===== config.mk =====
export PLATFORM = sky130hd
export DESIGN_NAME = scroll_shift_register
export DESIGN_NICKNAME = d
export VERILOG_FILES = /design/src/rtl/scroll_shift_register.sv
export SDC_FILE = /design/constraint.sdc
export NUM_CORES = 1
export LEC_CHECK = 0
export BUFFER_PORTS_ARGS = -buffer_cell sky130_fd_sc_hd__buf_2
export CAP_MARGIN = 20
export CELL_PAD_IN_SITES_DETAIL_PLACEMENT = 0
export CELL_PAD_IN_SITES_GLOBAL_PLACEMENT = 1
export CORE_ASPECT_RATIO = 0.7
export CORE_UTILIZATION = 43
export CTS_CLUSTER_DIAMETER = 80
export CTS_CLUSTER_SIZE = 8
export DETAILED_ROUTE_END_ITERATION = 10
export PLACE_DENSITY_LB_ADDON = 0.1
export REMOVE_ABC_BUFFERS = 1
export SETUP_SLACK_MARGIN = 0.1
export SLEW_MARGIN = 10
export SYNTH_ARGS = -nofsm -noshare
export SYNTH_HDL_FRONTEND = slang
export SYNTH_SLANG_ARGS = --single-unit

===== constraint.sdc =====
create_clock -name clock -period 2.4 [get_ports clock]
set_clock_uncertainty 0.1 [all_clocks]
set_input_delay 0.24 -clock clock [delete_from_list [all_inputs] [get_ports clock]]
set_output_delay 0.24 -clock clock [all_outputs]
set_load 0.05 [all_outputs]

===== src/rtl/scroll_shift_register.sv =====
// scroll_shift_register
//   Loadable WIDTH-bit scroll engine with a built-in rate divider. A load
//   pulse captures a pattern and a mode and starts a run. The pattern then
//   steps once every DIV_COUNT clocks. Shift modes finish on their own after
//   WIDTH steps and pulse done. Rotate modes run until stop, load or reset.
//
// Ports
//   clock      in          system clock, posedge
//   reset      in          synchronous, active-high, highest priority
//   load       in          pulse: capture data_in/mode, (re)start run
//   data_in    in  WIDTH   pattern to load
//   mode       in  2       00 shl, 01 shr (zero fill), 10 rol, 11 ror
//   pause      in          level: freeze divider and pattern while running
//   stop       in          pulse: abort run, keep current pattern
//   q          out WIDTH   current pattern
//   serial_out out         msb for left modes, lsb for right modes
//   busy       out         high while running
//   done       out         one-cycle pulse when a shift run completes
module scroll_shift_register #(
  parameter int WIDTH     = 12,
  parameter int DIV_COUNT = 1000000,
  parameter int DIV_W     = 27
) (
  input  logic             clock,
  input  logic             reset,
  input  logic             load,
  input  logic [WIDTH-1:0] data_in,
  input  logic [1:0]       mode,
  input  logic             pause,
  input  logic             stop,
  output logic [WIDTH-1:0] q,
  output logic             serial_out,
  output logic             busy,
  output logic             done
);

  localparam int               CNT_W    = $clog2(WIDTH + 1);
  localparam logic [DIV_W-1:0] DIV_LAST = DIV_W'(DIV_COUNT - 1);
  localparam logic [CNT_W-1:0] CNT_LAST = CNT_W'(WIDTH - 1);

  typedef enum logic {S_IDLE, S_RUN} state_e;

  state_e           state_q, state_d;
  logic [WIDTH-1:0] pat_q, pat_d;
  logic [WIDTH-1:0] pat_step;
  logic [1:0]       mode_q, mode_d;
  logic [DIV_W-1:0] div_q, div_d;
  logic [CNT_W-1:0] cnt_q, cnt_d;
  logic             busy_q, busy_d;
  logic             done_q, done_d;

  // Per-bit step source. mode_q[0] selects the direction (1 = right) and
  // mode_q[1] selects rotate, which feeds the bit falling off one end back
  // into the other end instead of a zero.
  for (genvar i = 0; i < WIDTH; i++) begin : g_bit
    logic from_lo, from_hi;
    if (i == 0) begin : g_lo_edge
      assign from_lo = mode_q[1] & pat_q[WIDTH-1];
    end else begin : g_lo_mid
      assign from_lo = pat_q[i-1];
    end
    if (i == WIDTH-1) begin : g_hi_edge
      assign from_hi = mode_q[1] & pat_q[0];
    end else begin : g_hi_mid
      assign from_hi = pat_q[i+1];
    end
    assign pat_step[i] = mode_q[0] ? from_hi : from_lo;
  end

  // Priority below reset: load > stop > step. Stop therefore beats a step
  // that would have landed on the same edge.
  always_comb begin
    state_d = state_q;
    pat_d   = pat_q;
    mode_d  = mode_q;
    div_d   = div_q;
    cnt_d   = cnt_q;
    done_d  = 1'b0;
    if (load) begin
      pat_d   = data_in;
      mode_d  = mode;
      div_d   = '0;
      cnt_d   = '0;
      state_d = S_RUN;
    end else if (state_q == S_RUN) begin
      if (stop) begin
        state_d = S_IDLE;
      end else if (!pause) begin
        if (div_q == DIV_LAST) begin
          div_d = '0;
          pat_d = pat_step;
          // Counter wraps after WIDTH steps; only shift modes act on it.
          cnt_d = (cnt_q == CNT_LAST) ? '0 : cnt_q + CNT_W'(1);
          if (!mode_q[1] && cnt_q == CNT_LAST) begin
            // WIDTH zero-fill shifts leave the pattern empty.
            state_d = S_IDLE;
            done_d  = 1'b1;
          end
        end else begin
          div_d = div_q + DIV_W'(1);
        end
      end
    end
    busy_d = (state_d == S_RUN);
  end

  always_ff @(posedge clock) begin
    if (reset) begin
      state_q <= S_IDLE;
      pat_q   <= '0;
      mode_q  <= 2'b00;
      div_q   <= '0;
      cnt_q   <= '0;
      busy_q  <= 1'b0;
      done_q  <= 1'b0;
    end else begin
      state_q <= state_d;
      pat_q   <= pat_d;
      mode_q  <= mode_d;
      div_q   <= div_d;
      cnt_q   <= cnt_d;
      busy_q  <= busy_d;
      done_q  <= done_d;
    end
  end

  assign q          = pat_q;
  assign busy       = busy_q;
  assign done       = done_q;
  assign serial_out = mode_q[0] ? pat_q[0] : pat_q[WIDTH-1];

endmodule


==> results by group <==
Synthesis
  • Top_reg_cell synth: dfxtp_1
  • XOR/XNOR Fraction of Synth Area: 0.0807
  • Cell variety after synth: 46
  • Post-synthesis cell area: 0.00239 sq mm
  • Ys Warns: 0
  • Compound-cell area share of the yosys netlist: 0.130
  • Mux contribution to synthesized area: 0.0550
  • Post-Synth Simple-Gate Area: 0.297
  • Synthesized flop and latch total: 47
  • Mapped Avg Cell Area: 8.78 sq um
  • Largest family of logic cells by synthesized area: simple AND/OR/NAND/NOR gates
  • Post-synthesis sequential area ratio: 0.394
  • Synthesized instance count: 272
  • Post-synth ARST share: 0
  • Synthesized-area fraction occupied by adder cells: 0.0105
  • Number of flops mapped to enable cells by yosys: 0

Setup path
  • Worst Path Required: 2470 ps
  • CP Class: reg -> reg
  • Crit. End Element: flip-flop
  • Most used cell, CP: a2111oi_0
  • CP max stage delay: 470 ps
  • Critical path peak fanout: 10
  • Critical path, cell by cell: ha_1, and4bb_2, nand2_2, or3_4, a2111oi_0, a2111oi_0
  • Crit start category: flip-flop
  • Worst path bufs/invs: 0
  • Top delay family on crit path: simple AND/OR/NAND/NOR gates
  • WP data arrival: 2200 ps
  • Slowest stage cell on the critical path: or3_4

Clocking
  • Clk root buf: clkbuf_8
  • CTS Buf Count: 5
  • Hold Buf Count CTS: 0
  • Longest Clk Path Bufs: 2
  • TritonCTS clock tree: built
  • Clk sinks: 47
  • Clock transition at path regs: 80 ps
  • CTS resizes: 0
  • Clk Latency, worst-skew pair: 300 ps
  • CTS H-tree depth: 2
  • Post-CTS Setup Inserts: 0

Floorplan
  • Die width: 91.1 um
  • Io pins: 34
  • Die span in y: 64.3 um
  • Die Area: 0.00586 sq mm
  • Core area: 0.00529 sq mm
  • Initial core utilization: 0.452
  • Row Count: 22

Route
  • Total number of vias: 2039
  • Vias/cell: 5.37
  • Routed len/inst: 14.8 um
  • # DRC: 0
  • DR pass1 iterations: 4
  • Violation count after the first detailed-route iteration: 93
  • WL final: 5610 um
  • Post-route ant nets: 0

Global routing
  • Largest net degree at the start of global routing: 22
  • GRT Total Usage: 0.208
  • GR Overflow Total: 0
  • Initial antenna violation count: 0
  • Vias in the first global route: 1884
  • First-pass GRT wire length: 9630 um

STA
  • Fmax: 471 MHz
  • Tcrit/Tclk final: 0.885
  • Final setup violation count: 0
  • Worst hold slack: 79.8 ps
  • Hold Vio Cnt, Final: 0
  • RSZ-0062 raised after global routing: true
  • Setup TNS: 0 ps
  • Final Max Tran Viols: 0
  • Worst-Margin Slew: 665 ps
  • Crit path time final: 2120 ps
  • Headroom to the max-slew limit: 0.556

Power
  • P_leak: 1.01 nW
  • Peak VDD IR: 0.311 mV
  • PwrDens: 544 mW/mm^2

Cells and area
  • Ratio of cells with drive above 1 in the final layout: 0.214
  • Ant. Diodes: 0
  • Layout area overhead: 15.9%
  • Final #Nets: 328

Status
  • Status: finished clean

Placement
  • Post-DP HPWL: 4020 um
  • GPL Wtd Cong: 0.776
  • PortBufs: 33

Job
  • Maxcap violations: 0

Hold path
  • Worst Hold Class: in -> reg
-- flip-flops by register name (all words and copies together), names as in the netlist --
register,flops
cnt_q,4
mode_q,2
done,1
busy,1
div_q,27
q,12
-- layout make-up --
type	count	area, sq um
sequential	47	941
clock buffer	8	100
inverter	2	7.51
tap	72	90.1
multi-input combinational	207	1380
timing repair buffer	44	248
fill	533	2520
-- stage by stage --
stage	setup slack, ps	power [mW]	util	instances	instance area, sq um
floorplan	-444	0.939	-	256	2320
global placement	229	1.00	0.503	372	2660
detailed placement	186	1.00	0.503	372	2660
CTS	168	1.52	0.522	380	2760
global route	89.6	1.57	0.523	380	2770
finish	277	1.51	0.523	380	2770
-- layer usage --
metal  vias up  share of wire  track usage
li1       1060              -            -
met1       938           0.57        0.335
met2        34           0.37        0.270
met3         7          0.043       0.0452
met4         0         0.0077       0.0516
met5         -              0            0
-- cell usage in the layout, fill, tap and decap left out, drive strengths merged --
master / synthesis / routed
dfxtp: 47 / 47
and3: 1 / 1
inv: 2 / 2
nor2: 37 / 37
nand3: 14 / 14
nor3: 12 / 12
or3: 6 / 6
a2111oi: 4 / 4
mux2: 1 / 1
or2b: 1 / 1
mux2i: 12 / 12
a31o: 1 / 1
a311oi: 9 / 9
nand2: 20 / 20
nor4b: 2 / 2
nor2b: 3 / 3
clkbuf: 12 / 8
and2: 3 / 3
buf: 4 / 44
and4bb: 1 / 1
nand4b: 1 / 1
a41oi: 1 / 1
nor4: 6 / 6
o21bai: 8 / 8
a31oi: 1 / 1
and3b: 1 / 1
nor3b: 3 / 3
a311o: 2 / 2
o21ai: 6 / 6
and4: 3 / 3
a21oi: 10 / 10
or3b: 1 / 1
xnor2: 7 / 7
xor2: 15 / 15
ha: 2 / 2
a2bb2oi: 1 / 1
nand4: 11 / 11
or2: 1 / 1
-- Yosys cell counts, types with 5 or more instances --
master | n | area (sq um)
dfxtp_1 | 47 | 941
nor2_1 | 37 | 139
nand2_1 | 19 | 71.3
xor2_1 | 15 | 131
nand3_1 | 14 | 70.1
clkbuf_1 | 12 | 45.0
mux2i_1 | 12 | 120
nor3_1 | 12 | 60.1
nand4_1 | 11 | 68.8
a21oi_1 | 9 | 45.0
a311oi_1 | 9 | 78.8
o21bai_1 | 8 | 60.1
xnor2_1 | 7 | 61.3
o21ai_0 | 6 | 30.0
or3_1 | 5 | 31.3
-- power by group --
part           internal (mW)  switching, mW
clock                  0.263          0.261
sequential             0.796         0.0197
combinational         0.0550          0.111
total                   1.11          0.392
-- cell families (layout without fill, tap and decap cells) --
family / count (synthesis) / after routing
mux: 13 / 13
buf+inv: 18 / 54
simple gates: 127 / 127
fa+ha+maj: 2 / 2
flops: 47 / 47
compound gates: 43 / 43
xor+xnor: 22 / 22
-- worst register-to-register path: cells and delay by family (launching register included) --
kind	cells	cell delay [ps]
AND/OR/NAND/NOR	3	830
flip-flops	1	410
AO/OA/AOI/OAI	2	470
adder cells (fa/ha/maj)	1	190
-- worst paths after layout --
| kind | slack, ps | end | start | cells after the start |
|---|---|---|---|---|
| setup / recovery | 280 | q[1]$_SDFFE_PP0P_ | div_q[0]$_SDFFE_PP0P_ | 6 |
| hold / removal | 80 | mode_q[1]$_SDFFE_PP0P_ | mode[1] | 3 |
| setup reg to reg | 280 | q[1]$_SDFFE_PP0P_ | div_q[0]$_SDFFE_PP0P_ | 6 |
| hold reg to reg | 400 | cnt_q[1]$_SDFFE_PP0P_ | cnt_q[1]$_SDFFE_PP0P_ | 2 |
Power figures use the tool's default switching activity.
